<file path="config.mk">
export PLATFORM = sky130hd
export DESIGN_NAME = ifu_prefetch
export DESIGN_NICKNAME = d
export VERILOG_FILES = /design/src/rtl/ifu_prefetch_pkg.sv /design/src/rtl/ifu_fifo.sv /design/src/rtl/ifu_prefetch.sv
export SDC_FILE = /design/constraint.sdc
export NUM_CORES = 1
export LEC_CHECK = 0
export CORE_MARGIN = 2
export CORE_UTILIZATION = 42
export CTS_BUF_LIST = sky130_fd_sc_hd__clkbuf_16
export DETAILED_ROUTE_END_ITERATION = 10
export PLACE_DENSITY = 0.59
export SLEW_MARGIN = 30
export SYNTH_ARGS = -nofsm -noshare
export SYNTH_HDL_FRONTEND = slang
export SYNTH_SLANG_ARGS = --single-unit
</file>
<file path="constraint.sdc">
create_clock -name clk -period 4.8 [get_ports clk]
set_clock_uncertainty 0.1 [all_clocks]
set_input_delay 0.72 -clock clk [delete_from_list [all_inputs] [get_ports clk]]
set_output_delay 0.72 -clock clk [all_outputs]
set_load 0.005 [all_outputs]
</file>
<file path="src/rtl/ifu_prefetch_pkg.sv">
// Shared defaults and constants for the instruction prefetch unit.
package ifu_prefetch_pkg;

   localparam int unsigned ADDR_W_DEF = 32;
   localparam int unsigned DATA_W_DEF = 32;
   localparam int unsigned DEPTH_DEF  = 4;
   localparam int unsigned INST_STEP  = 4;
   localparam logic [31:0] RESET_PC_DEF = 32'h0000_0000;

endpackage

</file>
<file path="src/rtl/ifu_fifo.sv">
// Synchronous FIFO with flush; head word is presented combinationally on rdata.
module ifu_fifo #(
   parameter int unsigned WIDTH = 32,
   parameter int unsigned DEPTH = 4
) (
   input  logic                         clk,
   input  logic                         rst,
   input  logic                         flush,
   input  logic                         push,
   input  logic [WIDTH-1:0]             wdata,
   input  logic                         pop,
   output logic [WIDTH-1:0]             rdata,
   output logic [$clog2(DEPTH+1)-1:0]   count
);

   localparam int unsigned CNT_W = $clog2(DEPTH + 1);
   localparam int unsigned PTR_W = $clog2(DEPTH);

   logic [WIDTH-1:0] mem [DEPTH];
   logic [PTR_W-1:0] rd_ptr;
   logic [PTR_W-1:0] wr_ptr;
   logic             push_ok;
   logic             pop_ok;

   // A push into a full FIFO is accepted when the head leaves in the same cycle.
   always_comb begin
      pop_ok  = pop && (count != '0);
      push_ok = push && ((count != CNT_W'(DEPTH)) || pop_ok);
   end

   // DEPTH is a power of two, so the pointers wrap naturally.
   always_ff @(posedge clk) begin
      if (rst || flush) begin
         rd_ptr <= '0;
         wr_ptr <= '0;
         count  <= '0;
      end else begin
         if (push_ok) wr_ptr <= wr_ptr + PTR_W'(1);
         if (pop_ok)  rd_ptr <= rd_ptr + PTR_W'(1);
         count <= count + CNT_W'(push_ok) - CNT_W'(pop_ok);
      end
   end

   always_ff @(posedge clk) begin
      if (push_ok) mem[wr_ptr] <= wdata;
   end

   assign rdata = mem[rd_ptr];

endmodule

</file>
<file path="src/rtl/ifu_prefetch.sv">
// Instruction prefetcher: credit-limited bus fetch into a PC-tagged buffer,
// with redirect flush and discard of responses still in flight at a jump.
module ifu_prefetch
   import ifu_prefetch_pkg::*;
#(
   parameter int unsigned       ADDR_W   = ADDR_W_DEF,
   parameter int unsigned       DATA_W   = DATA_W_DEF,
   parameter int unsigned       DEPTH    = DEPTH_DEF,
   parameter logic [ADDR_W-1:0] RESET_PC = ADDR_W'(RESET_PC_DEF)
) (
   input  logic              clk,
   input  logic              rst,
   input  logic              jump_i,
   input  logic [ADDR_W-1:0] jump_addr_i,
   input  logic              hold_i,
   output logic              ibus_req_o,
   output logic [ADDR_W-1:0] ibus_addr_o,
   input  logic              ibus_gnt_i,
   input  logic              ibus_rvalid_i,
   input  logic [DATA_W-1:0] ibus_rdata_i,
   output logic              ifu_valid_o,
   output logic [ADDR_W-1:0] ifu_pc_o,
   output logic [DATA_W-1:0] ifu_inst_data_o,
   input  logic              ifu_ready_i
);

   localparam int unsigned CNT_W = $clog2(DEPTH + 1);
   localparam int unsigned SUM_W = CNT_W + 2;

   logic [ADDR_W-1:0]        fetch_pc;
   logic [CNT_W-1:0]         discard;
   logic [CNT_W-1:0]         buf_count;
   logic [CNT_W-1:0]         out_count;
   logic [ADDR_W+DATA_W-1:0] buf_head;
   logic [ADDR_W-1:0]        inflight_pc;
   logic [SUM_W-1:0]         credits_used;
   logic                     grant;
   logic                     rsp_keep;
   logic                     buf_pop;

   always_comb begin
      credits_used = SUM_W'(buf_count) + SUM_W'(out_count) + SUM_W'(discard);
      ibus_req_o   = !rst && !jump_i && !hold_i && (credits_used < SUM_W'(DEPTH));
      ibus_addr_o  = fetch_pc;
      grant        = ibus_req_o && ibus_gnt_i;
      rsp_keep     = ibus_rvalid_i && !jump_i && (discard == '0);
      ifu_valid_o  = !rst && (buf_count != '0);
      buf_pop      = ifu_valid_o && ifu_ready_i && !jump_i;
      ifu_pc_o        = ifu_valid_o ? buf_head[ADDR_W+DATA_W-1:DATA_W] : '0;
      ifu_inst_data_o = ifu_valid_o ? buf_head[DATA_W-1:0] : '0;
   end

   always_ff @(posedge clk) begin
      if (rst)          fetch_pc <= RESET_PC;
      else if (jump_i)  fetch_pc <= jump_addr_i & ~ADDR_W'(3);
      else if (grant)   fetch_pc <= fetch_pc + ADDR_W'(INST_STEP);
   end

   // Earlier pending discards still arrive after a second jump, so they are
   // carried over; a response landing in the jump cycle is already gone.
   always_ff @(posedge clk) begin
      if (rst)
         discard <= '0;
      else if (jump_i)
         discard <= CNT_W'(SUM_W'(out_count) + SUM_W'(discard) - SUM_W'(ibus_rvalid_i));
      else if (ibus_rvalid_i && (discard != '0))
         discard <= discard - CNT_W'(1);
   end

   ifu_fifo #(
      .WIDTH (ADDR_W + DATA_W),
      .DEPTH (DEPTH)
   ) u_buffer (
      .clk   (clk),
      .rst   (rst),
      .flush (jump_i),
      .push  (rsp_keep),
      .wdata ({inflight_pc, ibus_rdata_i}),
      .pop   (buf_pop),
      .rdata (buf_head),
      .count (buf_count)
   );

   ifu_fifo #(
      .WIDTH (ADDR_W),
      .DEPTH (DEPTH)
   ) u_inflight (
      .clk   (clk),
      .rst   (rst),
      .flush (jump_i),
      .push  (grant),
      .wdata (fetch_pc),
      .pop   (rsp_keep),
      .rdata (inflight_pc),
      .count (out_count)
   );

endmodule

</file>
Yosys cells after proc, flatten, opt, wreduce, memory -nomap -nowiden. Memories as Yosys holds them, arrays and structs flattened. A register that Yosys moved wholly into a read port is not among the register bits. Cells that the tools add are included.

Bits in registers: 49. Bits in latches: 0. Memory bits (writable): 384. Memory bits (read-only): 0. Input port bits: 71. Word-level logic and storage cells: 69. Memories kept: 2.

Add/subtract/negate cells: 14. Multiply operators: 0. Div/mod/pow operators: 0. Order comparisons: 1. Equality and inequality tests: 2. Shift operators: 0. Muxes and demuxes: 14. Bitwise gates (word level): 0. Reductions and logical operators: 27.

Memories: u_buffer.mem (depth 4, width 64, rd ports 1, clocked after memory_dff 1, write ports 1, RTL line ifu_fifo.sv:19) `logic [WIDTH-1:0] mem [DEPTH];`; u_inflight.mem (depth 4, width 32, rd ports 1, clocked after memory_dff 1, write ports 1, RTL line ifu_fifo.sv:19).

Operators by type and width (number): 2-to-1 mux 32 bit (4); adder 32 x 3 -> 32 bit (second input constant) (1); logical AND 1 bit (14); nonzero test 3 bit (3); subtractor 3 x 1 -> 3 bit (3); adder 2 x 1 -> 2 bit (second input constant) (4); 2-to-1 mux 2 bit (4); adder 3 x 1 -> 3 bit (2); 2-to-1 mux 3 bit (2); != test 3 bit (second input constant) (2); adder 4 x 3 -> 5 bit (1); < comparator 5 x 3 -> 1 bit (second input constant) (1); adder 3 x 3 -> 4 bit (1); 2-to-1 mux 1 bit (4); nonzero test 2 bit (2); adder 3 bit (1); logical NOT 1 bit (3); logical NOT 3 bit (1); logical OR 1 bit (3); subtractor 3 x 1 -> 3 bit (second input constant) (1); OR reduction 2 bit (1).

Longest topological paths before layout.
Depth in word-level cells: 9. Depth in mapped cells: 12. Mapped depth without buffers: 12.

Hierarchy. From an unflattened synthesis, not the netlist that was laid out.

Cells, all modules: 976. Area total of the unflattened synthesis: 17569.4 sq um.

Modules (own cells, without submodules): ifu_fifo (u_buffer) (instances 1, cells each 380, area an instance 9678.0 sq um, sequential area each 7867.5 sq um); ifu_fifo (u_inflight) (instances 1, cells each 213, area an instance 5064.9 sq um, sequential area each 4023.9 sq um); ifu_prefetch (instances 1, cells each 383, area an instance 2826.5 sq um, sequential area each 660.6 sq um).

Worst setup path before layout. No wires, ideal clock.

Kind: register to register. From: reg u_buffer.count[1]. To: mem u_inflight.mem[0][10] (enable). Data arrival time: 3.140 ns. Data required time: 4.310 ns. Setup slack: 1.170 ns. Cell stages (with the launch flop): 9. Buffers on the path: 0. Cell sequence: dfxtp_1 -> inv_1 -> fa_1 -> nor2_1 -> fa_1 -> nor4_4 -> o211ai_2 -> nor3_4 -> and2_1.

Word-level cells in the longest chain between the ends: 8.

RTL lines: start: declaration (RTL line ifu_fifo.sv:13) `output logic [$clog2(DEPTH+1)-1:0] count`; start signal: assignment (RTL line ifu_fifo.sv:40) `count <= count + CNT_W'(push_ok) - CNT_W'(pop_ok);`; adder 3 x 3 -> 4 bit (RTL line ifu_prefetch.sv:42) `credits_used = SUM_W'(buf_count) + SUM_W'(out_count) + SUM_W'(discard);`; adder 4 x 3 -> 5 bit (RTL line ifu_prefetch.sv:42); < comparator 5 x 3 -> 1 bit (RTL line ifu_prefetch.sv:43) `ibus_req_o = !rst && !jump_i && !hold_i && (credits_used < SUM_W'(DEPTH));`; logical AND 1 bit (RTL line ifu_prefetch.sv:43); logical AND 1 bit (RTL line ifu_prefetch.sv:45) `grant = ibus_req_o && ibus_gnt_i;`; logical AND 1 bit (RTL line ifu_fifo.sv:28) `push_ok = push && ((count != CNT_W'(DEPTH)) || pop_ok);`; via u_inflight.push_ok (RTL line ifu_fifo.sv:22) `logic push_ok;`; 2-to-1 mux 1 bit (RTL line ifu_fifo.sv:45) `if (push_ok) mem[wr_ptr] <= wdata;`; 2-to-1 mux 1 bit (not written as such) (RTL line ifu_fifo.sv:45); end: declaration (RTL line ifu_fifo.sv:19).

The timed path passes the listed nets, and every way through them passes these cells.

Worst setup path in the final report.
From: reg u_buffer.count[1]. To: out ibus_req_o.

Word-level cells in the longest chain between the ends: 4.

RTL lines: adder 3 x 3 -> 4 bit (RTL line ifu_prefetch.sv:42); adder 4 x 3 -> 5 bit (RTL line ifu_prefetch.sv:42); < comparator 5 x 3 -> 1 bit (RTL line ifu_prefetch.sv:43); logical AND 1 bit (RTL line ifu_prefetch.sv:43); end: declaration (RTL line ifu_prefetch.sv:16) `output logic ibus_req_o,`.

No other way between the ends.

==> results.json <==
{
  "status": "complete, no violations",
  "drt-initial-drc-count": 544,
  "finalPower_w": 0.00774,
  "antennaDiodeCount": 0,
  "cts_resized": 0,
  "synth_edf_count": 368,
  "fmax_mhz": 226,
  "worst_pin_slew_ns": 0.864,
  "crit_slowest_cell": "fa_1",
  "final_cell_area_um2": 20600,
  "post_drt_wl_per_cell_um": 20.8,
  "hold_violations": 0,
  "slew-limit-headroom": 0.424,
  "drt_pre_antenna_iters": 5,
  "p_per_area_nw_per_um2": 376,
  "clk_latency_ns": 0.56,
  "end_kind": "output pin",
  "ir_drop_mv": 0.212,
  "setup_tns_ns": 0,
  "grt_pass1_wl_um": 53600,
  "synthTopCellsByArea": "edfxtp_1 66%, mux4_2 12%, dfxtp_1 6.1%",
  "critPathArrivalTime_ns": 3.60,
  "holdWs_ns": 0.441,
  "cts.sink_count": 419,
  "die-height_um": 204,
  "slew_violations": 0,
  "cts_setup_buffers": 0,
  "ant_nets": 0,
  "yosysSeqAreaShare": 0.718,
  "drt_wl_total_um": 34700,
  "place_area_um2": 19200,
  "drive_above_1_share": 0.177,
  "die_width_um": 204,
  "cts.hold.buffers_added": 0,
  "synth_most_common_cell": "edfxtp_1",
  "mappedNetlistArea_um2": 16800,
  "clkTransAtPathRegs_ns": 0.06,
  "ys_warn_count": 0,
  "via_per_inst": 5.28,
  "vias": 8824,
  "layout_setup_ws_ns": 0.378,
  "grt-ovfl-total": 0,
  "rsz0062_at_grt": "no",
  "numPortBuffers": 162,
  "finalSetupViolations": 0,
  "min_period_ns": 4.42,
  "required_ns": 3.98,
  "leakagePower_nw": 6.75,
  "post-place-ws_ns": 0.979,
  "grt_pass1_vias": 9008,
  "hold_class": "reg -> reg",
  "ios": 169,
  "yosysTopAreaCell": "edfxtp_1",
  "synth_top_area_frac": 0.657,
  "critPathMostFrequentCell": "fa_1",
  "cp_top_family": "adder cells",
  "area_growth_pct": 22.6,
  "critPathMaxFanout": 6,
  "fin_nets": 1210,
  "clockBufferDepth": 3,
  "drv_cap": 0,
  "wl_met1_um": 15400,
  "routed-wl-met2_um": 16800,
  "die_area_um2": 41700,
  "start_util": 0.424,
  "setup.worst_path.start_class": "register",
  "crit_chain": "inv_1, fa_1, nor2_1, fa_1, nor4_4, o211ai_2, a31oi_1, clkdlybuf4s50_1",
  "grt.total_usage": 0.170,
  "cts_tree": "yes",
  "antenna_found_initial": 0,
  "avgSynthCellArea_um2": 18.4,
  "path_class": "reg -> out",
  "fin_crit_sh": 0.921,
  "highest_layer": "met4",
  "root_buffer": "clkbuf_16",
  "place_congestion": 0.786,
  "met3_wirelength_um": 1820,
  "syn_inst": 915,
  "drc_errors": 0,
  "ys_async_sr_fraction": 0,
  "path_buf_inv": 2,
  "cts_buffers": 45,
  "rows": 73,
  "ys.flop_type": "edfxtp_1",
  "core_um2": 39600,
  "netlist_top_cells_count": "368 x edfxtp_1, 92 x mux4_2, 76 x and2_1",
  "synthDistinctLibCells": 66,
  "ys_seq_elements": 419,
  "slowest_delay_ns": 0.55,
  "grt_max_degree": 64,
  "cts-htree-levels": 2,
  "dp_hpwl_um": 21300
}
power by group:
part / internal (W) / total (W) / leakage [nW] / switching, W
clock network: 0.00187 / 0.00322 / 0.733 / 0.00135
logic: 0.000218 / 0.000417 / 2.24 / 0.000199
registers: 0.00405 / 0.00411 / 3.78 / 0.0000657
state kept, by name, summed over array words and instances (netlist names), named ones only:
register	cells
u_buffer.mem	248
u_inflight.mem	120
ibus_addr_o	30
discard	3
u_buffer.count	3
u_inflight.count	3
u_buffer.rd_ptr	2
u_buffer.wr_ptr	2
u_inflight.rd_ptr	2
u_inflight.wr_ptr	2
cell type report:
| cell class | count | area, um2 |
|---|---|---|
| inverter | 31 | 116 |
| sequential | 419 | 12100 |
| timing repair buffer | 192 | 1930 |
| clock inverter | 34 | 204 |
| tap | 525 | 657 |
| clock buffer | 47 | 1180 |
| fill | 3242 | 19000 |
| multi-input combinational | 424 | 4440 |
kinds of logic after synthesis:
| logic type | share of synthesized area |
|---|---|
| fa+ha+maj | 0.0220 |
| compound gates | 0.0387 |
| simple gates | 0.0690 |
| mux | 0.126 |
| flops | 0.718 |
| other cells | 0.000223 |
| buf+inv | 0.0193 |
| xor+xnor | 0.00729 |
worst paths after layout:
kind                   startpoint                   end  slack (ns)  depth (start not counted)
min reg2reg  u_inflight.rd_ptr[0]              register        0.44                          2
max             u_buffer.count[1]            ibus_req_o        0.38                          8
min          u_inflight.rd_ptr[0]              register        0.44                          2
max reg2reg     u_buffer.count[1]  u_inflight.mem[1][4]        1.00                          9
cells in the final DEF, fill, tap and decap left out, drive strengths merged, types with 10 or more instances in the layout:
| master | count |
|---|---|
| nand3 | 14 |
| nand2 | 36 |
| a21oi | 10 |
| mux4 | 92 |
| ha | 20 |
| clkbuf | 47 |
| xnor2 | 11 |
| clkinv | 17 |
| a21o | 10 |
| nor3 | 17 |
| dfxtp | 51 |
| nor2 | 26 |
| buf | 30 |
| edfxtp | 368 |
| o21ai | 11 |
| inv | 45 |
| and2 | 76 |
| clkdlybuf4s50 | 162 |
per-layer routing:
| metal | track usage | vias up |
|---|---|---|
| li1 | - | 4035 |
| met5 | 0 | - |
| met1 | 0.234 | 4496 |
| met2 | 0.280 | 250 |
| met3 | 0.0292 | 43 |
| met4 | 0.0523 | 0 |
worst min-delay path, stage by stage (launching register included):
cell	delay [ns]
dfxtp_1	0.34
xnor2_1	0.09
nor2_1	0.07
per-stage QoR:
stage	util	std cells
finish	0.520	1672
global route	0.520	1672
CTS	0.520	1672
detailed placement	0.485	1591
global placement	0.485	1591
floorplan	-	918
(Power assumes the default switching activity.)
